### src/rtl/alu_share_arbiter.sv
// Two-port round-robin front end for a shared combinational ALU:
// request handshake -> execute register driving the ALU -> per-requester held result.
module alu_share_arbiter #(
  parameter int unsigned WIDTH = 32
) (
  input  logic             clk,
  input  logic             rst_n,
  input  logic             req0_valid,
  output logic             req0_ready,
  input  logic [WIDTH-1:0] req0_a,
  input  logic [WIDTH-1:0] req0_b,
  input  logic [2:0]       req0_op,
  output logic             rsp0_valid,
  input  logic             rsp0_ready,
  output logic [WIDTH-1:0] rsp0_data,
  output logic             rsp0_co,
  output logic             rsp0_err,
  input  logic             req1_valid,
  output logic             req1_ready,
  input  logic [WIDTH-1:0] req1_a,
  input  logic [WIDTH-1:0] req1_b,
  input  logic [2:0]       req1_op,
  output logic             rsp1_valid,
  input  logic             rsp1_ready,
  output logic [WIDTH-1:0] rsp1_data,
  output logic             rsp1_co,
  output logic             rsp1_err,
  output logic [WIDTH-1:0] alu_a,
  output logic [WIDTH-1:0] alu_b,
  output logic [2:0]       alu_sel,
  output logic             alu_ci,
  input  logic [WIDTH-1:0] alu_f,
  input  logic             alu_co
);

  typedef enum logic [2:0] {
    OP_ADD  = 3'b000,
    OP_XOR  = 3'b001,
    OP_SUB  = 3'b010,
    OP_BAD3 = 3'b011,
    OP_SLT  = 3'b100,
    OP_NOR  = 3'b101,
    OP_BAD6 = 3'b110,
    OP_OR   = 3'b111
  } op_e;

  logic             r_x_valid;
  logic             r_x_owner;
  logic             r_last_grant;
  logic [2:0]       r_x_op;
  logic [WIDTH-1:0] r_x_a;
  logic [WIDTH-1:0] r_x_b;
  logic [1:0]       r_rsp_valid;
  logic [1:0]       r_rsp_co;
  logic [1:0]       r_rsp_err;
  logic [WIDTH-1:0] r_rsp_data [2];

  logic [1:0] w_req_valid;
  logic [1:0] w_rsp_ready;
  logic       w_advance;
  logic       w_can_accept;
  logic       w_accept;
  logic       w_grant;
  logic       w_illegal;

  assign w_req_valid = {req1_valid, req0_valid};
  assign w_rsp_ready = {rsp1_ready, rsp0_ready};

  always_comb begin
    w_advance    = r_x_valid && (!r_rsp_valid[r_x_owner] || w_rsp_ready[r_x_owner]);
    w_can_accept = !r_x_valid || w_advance;
    // A contest goes to whichever requester did not win the previous grant.
    w_grant      = (&w_req_valid) ? ~r_last_grant : req1_valid;
    w_accept     = w_can_accept && (|w_req_valid);
    w_illegal    = (r_x_op == OP_BAD3) || (r_x_op == OP_BAD6);
  end

  assign req0_ready = w_accept && !w_grant;
  assign req1_ready = w_accept && w_grant;

  always_ff @(posedge clk or negedge rst_n) begin
    if (!rst_n) begin
      r_x_valid    <= 1'b0;
      r_x_owner    <= 1'b0;
      r_last_grant <= 1'b1;
      r_x_op       <= OP_ADD;
      r_x_a        <= '0;
      r_x_b        <= '0;
    end else if (w_accept) begin
      r_x_valid    <= 1'b1;
      r_x_owner    <= w_grant;
      r_last_grant <= w_grant;
      r_x_op       <= w_grant ? req1_op : req0_op;
      r_x_a        <= w_grant ? req1_a : req0_a;
      r_x_b        <= w_grant ? req1_b : req0_b;
    end else if (w_advance) begin
      r_x_valid    <= 1'b0;
    end
  end

  // A fresh result landing in a slot takes priority over that slot's consume.
  always_ff @(posedge clk or negedge rst_n) begin
    if (!rst_n) begin
      r_rsp_valid   <= '0;
      r_rsp_co      <= '0;
      r_rsp_err     <= '0;
      r_rsp_data[0] <= '0;
      r_rsp_data[1] <= '0;
    end else begin
      for (int unsigned i = 0; i < 2; i++) begin
        if (w_advance && (r_x_owner == 1'(i))) begin
          r_rsp_valid[i] <= 1'b1;
          r_rsp_data[i]  <= w_illegal ? '0 : alu_f;
          r_rsp_co[i]    <= !w_illegal && alu_co;
          r_rsp_err[i]   <= w_illegal;
        end else if (w_rsp_ready[i]) begin
          r_rsp_valid[i] <= 1'b0;
        end
      end
    end
  end

  assign alu_a   = r_x_a;
  assign alu_b   = r_x_b;
  assign alu_sel = r_x_op;
  assign alu_ci  = (r_x_op == OP_SUB);

  assign rsp0_valid = r_rsp_valid[0];
  assign rsp0_data  = r_rsp_data[0];
  assign rsp0_co    = r_rsp_co[0];
  assign rsp0_err   = r_rsp_err[0];
  assign rsp1_valid = r_rsp_valid[1];
  assign rsp1_data  = r_rsp_data[1];
  assign rsp1_co    = r_rsp_co[1];
  assign rsp1_err   = r_rsp_err[1];

endmodule
### config.mk
export PLATFORM = sky130hd
export DESIGN_NAME = alu_share_arbiter
export DESIGN_NICKNAME = d
export VERILOG_FILES = /design/src/rtl/alu_share_arbiter.sv
export SDC_FILE = /design/constraint.sdc
export NUM_CORES = 1
export LEC_CHECK = 0
export BUFFER_PORTS_ARGS = -buffer_cell sky130_fd_sc_hd__buf_4
export CORE_MARGIN = 1.5
export CORE_UTILIZATION = 45
export DETAILED_ROUTE_END_ITERATION = 10
export PLACE_DENSITY = 0.79
export RECOVER_POWER = 50
export SLEW_MARGIN = 20
export SYNTH_ARGS = -nofsm -noshare
export SYNTH_HDL_FRONTEND = slang
export SYNTH_SLANG_ARGS = --single-unit
export TNS_END_PERCENT = 1
### constraint.sdc
create_clock -name clk -period 2.1 [get_ports clk]
set_clock_uncertainty 0.2 [all_clocks]
set_input_delay 0.21 -clock clk [delete_from_list [all_inputs] [get_ports clk]]
set_output_delay 0.21 -clock clk [all_outputs]
set_load 0.01 [all_outputs]
* After elaboration in Yosys (flattened, before gate mapping)
Cells that the tools add are included.
** Operators by class
- Add/subtract/negate cells :: 0
- Multiply operators :: 0
- Div/mod/pow operators :: 0
- $lt $le $gt $ge :: 1
- Eq/ne operators :: 3
- Shift operators :: 0
- Mux-type cells :: 15
- Bitwise gates (word level) :: 2
- Reductions and logical operators :: 19
** Operator list (number)
- 32-bit two-way mux :: 3
- 1-bit two-way mux :: 11
- 1-bit logical AND :: 7
- 3-bit by 2-bit equality test with 1-bit output (second input constant) :: 2
- 2-bit nonzero test :: 3
- 1-bit logical NOT :: 4
- 3-bit equality test (second input constant) :: 1
- 1-bit logical OR :: 3
- 3-bit two-way mux :: 1
- 1-bit by 2-bit less-than comparator with 1-bit output (second input constant) :: 1
- 1-bit NOT :: 2
- 2-bit AND reduction :: 1
- 2-bit OR reduction :: 1
** Storage, ports and cells
- Bits in registers :: 140
- Bits in latches :: 0
- Memory bits (writable) :: 0
- ROM bits :: 0
- Bits of input ports :: 173
- Output and inout port bits :: 140
- Word-level logic and storage cells :: 54
- Memories kept :: 0

* Depth between registers and ports, before layout
- Depth in word-level cells :: 8
- Gate-level depth with buffers :: 5
- Depth with buffers taken out :: 3

* Least setup slack after synthesis
No wires, ideal clock.
- Kind :: register -> register
- From :: register r_last_grant
- To :: register r_x_a[0], in the netlist alu_a[0]
- Setup time :: 0.125 ns
- Data arrival time :: 1.602 ns
- Data required time :: 1.775 ns
- Setup slack :: 0.174 ns
- Stages on the path, launching flop included :: 6
- Buffers on the path :: 2
- Clock period less this slack :: 1.926 ns
- Cell sequence :: dfstp_2 -> a21boi_2 -> buf_2 -> buf_2 -> mux2_2 -> mux2_2
** On the way
- Cells in the longest elaborated chain, start to end :: 3
** RTL lines
- from (decl) :: line 49 : logic r_last_grant;
- from (signal assigned) :: line 92 : r_last_grant <= w_grant;
- 1-bit NOT :: line 73 : w_grant = (&w_req_valid) ? ~r_last_grant : req1_valid;
- 1-bit two-way mux :: line 73
- 32-bit two-way mux :: line 94 : r_x_a <= w_grant ? req1_a : req0_a;
- to (signal assigned) :: line 94
- to (decl) :: line 51 : logic [WIDTH-1:0] r_x_a;
No other way between the ends.
A chain may end at the register's enable or synchronous reset.

* Final worst setup path
- From :: register r_last_grant
- To :: output req0_ready
** On the way
- Cells in the longest elaborated chain, start to end :: 4
** RTL lines
- 1-bit NOT :: line 73
- 1-bit two-way mux :: line 73
- 1-bit logical NOT :: line 78 : assign req0_ready = w_accept && !w_grant;
- 1-bit logical AND :: line 78
- to (decl) :: line 9 : output logic req0_ready,
No other way between the ends.

==> impl_summary.log <==
INFO  metric data_arrival_time_of_the_critical_path = 1.65 ns
INFO  metric via_per_inst = 5.16
INFO  metric post_synth_most_frequent_cells = sky130_fd_sc_hd__mux2_2, sky130_fd_sc_hd__dfrtp_1, sky130_fd_sc_hd__a21boi_0
INFO  metric overflow_left_after_global_routing = 0
INFO  metric num_io_pins = 313
INFO  metric static-leakage-power = 4.88 nW
INFO  metric yosys.area.top_type_share = 54.8%
INFO  metric tightest_slew_margin_relative_to_the_limit = 39.3%
INFO  metric async_flop_share = 100%
INFO  metric synth_top_flop_cell = sky130_fd_sc_hd__dfrtp_1
INFO  metric grt_max_degree = 60
INFO  metric cts_root_buf = sky130_fd_sc_hd__clkbuf_16
INFO  metric syn_avg_cell_area = 14.8 um^2
INFO  metric final-max-slew-violation-count = 0
INFO  metric clk_transition_reported_paths = 0.06 ns
INFO  metric yosys-top-cells-area = sky130_fd_sc_hd__dfrtp_1, sky130_fd_sc_hd__mux2_2, sky130_fd_sc_hd__a21boi_0, sky130_fd_sc_hd__mux2_1, sky130_fd_sc_hd__buf_2
INFO  metric drt_iter0_drc = 313
INFO  metric place_hpwl = 12,800 um
INFO  metric power_per_cell_area = 1280 mW/mm^2
INFO  metric cts.htree.levels = 4
INFO  metric ys_types = 29
INFO  metric fillerInstances = 831
INFO  metric timing_hold_violations_final = 0
INFO  metric die_width = 122 um
INFO  metric worst_pin_slew = 0.911 ns
INFO  metric worstSetupEndpointType = output port
INFO  metric seq_area_frac_synth = 55.2%
INFO  metric syn_nets = 602
INFO  metric vdd_ir_drop_max = 0.000981 V
INFO  metric finalCriticalPeriod = 2.06 ns
INFO  metric synthCells = 429
INFO  metric number_of_synthesized_flops_with_an_enable_pin = 0
INFO  metric flow.area_growth_from_synthesis = 69.0%
INFO  metric hold_path_class = input pin to flip-flop
INFO  metric pre_cts_slack = 0.0993 ns
INFO  metric initial_core_util = 45.9%
INFO  metric p_sw_share = 35.0%
INFO  metric tritoncts_num_sinks = 140
INFO  metric netlist_area = 0.00635 mm^2
INFO  metric path_max_fanout = 10
INFO  metric path_class = flip-flop to output port
INFO  metric avgRoutedWirePerCell = 20.8 um
INFO  metric slowest_stage = sky130_fd_sc_hd__dfstp_2
INFO  metric finalCoreUtilization = 77.6%
INFO  metric final_antenna_net_count = 0
INFO  metric share_comb_of_total_power = 45.4%
INFO  metric seqPwrFrac = 34.4%
INFO  metric drt_pre_antenna_iters = 6
INFO  metric setup_violations = 0
INFO  metric route.final.wire_length = 22,600 um
INFO  metric coreArea = 0.0138 mm^2
INFO  metric cts_buffer_depth = 2
INFO  metric track_usage = 30.1%
INFO  metric cell_internal_power_dissipation = 8.95 mW
INFO  metric area_of_the_die = 0.0148 mm^2
INFO  metric dieHeight = 122 um
INFO  metric worstSkewPairLatency = 0.41 ns
INFO  metric power.switching = 4.81 mW
INFO  metric dr_total_vias = 5,605
INFO  metric post_route_cells_drive_above_1_share = 53.7%
INFO  metric yosys.cell_count.top_type = sky130_fd_sc_hd__mux2_2
INFO  metric slowest_delay = 0.56 ns
INFO  metric drv.max_cap_violation_count = 0
INFO  metric synth_top_cell_by_area = sky130_fd_sc_hd__dfrtp_1
INFO  metric cts_buffers = 17
INFO  metric finish.net_count = 1,062
INFO  metric layout_setup_ws = 0.0359 ns
INFO  metric port_buffers = 312
INFO  metric p_total = 13.8 mW
INFO  metric route.detailed.drc = 0
INFO  metric tritoncts = done
INFO  metric final.period_utilization = 98.3%
INFO  metric fmaxAchievable = 484 MHz
INFO  metric floorplan.rows = 43
INFO  metric clock_power_share = 20.1%
INFO  metric gp_routability_congestion = 0.853
INFO  metric synth_warnings = 0
INFO  metric grt_antenna_before_repair = 4
INFO  metric grt_first_pass_wirelength = 32,900 um
INFO  metric cells_along_the_critical_path = a21boi_4 > buf_6 > nor4_4 > buf_4
INFO  metric cp-start-kind = flip-flop
INFO  metric first_global_vias = 6,149
INFO  metric timing.critical_path.required = 1.69 ns
INFO  metric synth_seq_cells = 140
INFO  metric status = finished clean
## power groups by stage
stage	sequential [mW]	combinational, mW	clock, mW
3_5_place_dp	4.73	6.29	0
4_1_cts	4.70	6.56	2.81
5_1_grt	4.88	6.62	2.93
2_1_floorplan	5.20	2.60	0
6_report	4.74	6.25	2.77
3_3_place_gp	4.65	6.12	0
## per-layer routing
layer,up-vias,share of wire (%),GRT usage (%)
li1,2477,-,-
met1,2738,34,29.1
met2,274,54,53.9
met3,116,5.6,7.91
met4,0,6.8,23.8
met5,-,0,0
## worst max-delay path, delay by kind of cell, from the launching register on
family | cells | cell delay [ns]
AOI/OAI and AO/OA | 1 | 0.07
buffers and inverters | 2 | 0.33
DFF | 1 | 0.56
and+or+nand+nor | 1 | 0.28
## logic make-up (layout without fill, tap and decap cells)
group,Yosys count,in the layout,synth area share [%]
compound gates,38,38,4.47
xor+xnor,1,1,0.138
buf+inv,30,503,2.33
flops,140,140,55.2
mux,202,202,35.8
other cells,0,4,0
simple gates,18,18,2.03
## stage by stage
stage / std cells / TNS, ns / area (um^2) / hold slack, ns
floorplan: 429 / 0 / 6350 / -0.286
global placement: 905 / 0 / 8970 / -0.00309
detailed placement: 905 / 0 / 8970 / 0.00145
CTS: 1078 / 0 / 10900 / 0.0457
global route: 1086 / -0.284 / 10700 / 0.0786
finish: 1086 / 0 / 10700 / 0.0617
## cells in the final DEF, fill, tap and decap left out, types with 2 or more instances in the layout
| cell | Yosys | routed |
|---|---|---|
| sky130_fd_sc_hd__clkinv_2 | 0 | 3 |
| sky130_fd_sc_hd__clkbuf_16 | 0 | 18 |
| sky130_fd_sc_hd__and3_1 | 2 | 2 |
| sky130_fd_sc_hd__nand2_1 | 3 | 3 |
| sky130_fd_sc_hd__a21boi_0 | 33 | 33 |
| sky130_fd_sc_hd__a31oi_1 | 2 | 2 |
| sky130_fd_sc_hd__nand2b_1 | 2 | 2 |
| sky130_fd_sc_hd__mux2_1 | 11 | 11 |
| sky130_fd_sc_hd__dlygate4sd3_1 | 0 | 140 |
| sky130_fd_sc_hd__buf_4 | 1 | 248 |
| sky130_fd_sc_hd__clkbuf_8 | 0 | 6 |
| sky130_fd_sc_hd__clkbuf_1 | 8 | 74 |
| sky130_fd_sc_hd__buf_6 | 2 | 3 |
| sky130_fd_sc_hd__mux2_2 | 191 | 191 |
| sky130_fd_sc_hd__clkbuf_4 | 0 | 2 |
| sky130_fd_sc_hd__inv_1 | 2 | 2 |
| sky130_fd_sc_hd__buf_12 | 0 | 4 |
| sky130_fd_sc_hd__diode_2 | 0 | 4 |
| sky130_fd_sc_hd__dfrtp_1 | 139 | 139 |
| sky130_fd_sc_hd__nor2_1 | 2 | 2 |
## registers in the layout (all words and copies together) (netlist names), 2 cells and up
register,cells
alu_sel,3
rsp1_data,32
rsp0_data,32
alu_a,32
r_rsp_err,2
alu_b,32
r_rsp_co,2
r_rsp_valid,2
## area by class of cell
cell class / instances / area, um^2 / area share [%]
multi-input cells: 259 / 2730 / 25.5
inverters: 2 / 7.51 / 0.0700
well taps: 180 / 225 / 2.10
clock inverters: 5 / 31.3 / 0.292
diodes: 4 / 10.0 / 0.0933
clock buffers: 27 / 523 / 4.87
flip-flops and latches: 140 / 3500 / 32.7
repair buffers: 469 / 3690 / 34.4
## worst paths after layout
check,startpoint,end,slack (ns),cells after the start
max,r_last_grant,req0_ready,0.04,4
min,alu_f[31],rsp0_data[31],0.06,3
max reg2reg,r_x_owner,alu_a[19],0.07,5
min reg2reg,alu_b[23],alu_b[23],0.28,1
max in group asynchronous,rst_n,alu_b[28],0.38,3
min in group asynchronous,rst_n,rsp1_data[14],0.13,2
## repair_timing
item	CTS	global route
gates resized for setup	1	4
pin swaps	0	1
cloned	0	2
setup buffers	1	2
hold endpoints to repair	180	0
endpoints found under the setup margin	1	49
hold buffers	140	0
(Power assumes the default switching activity.)
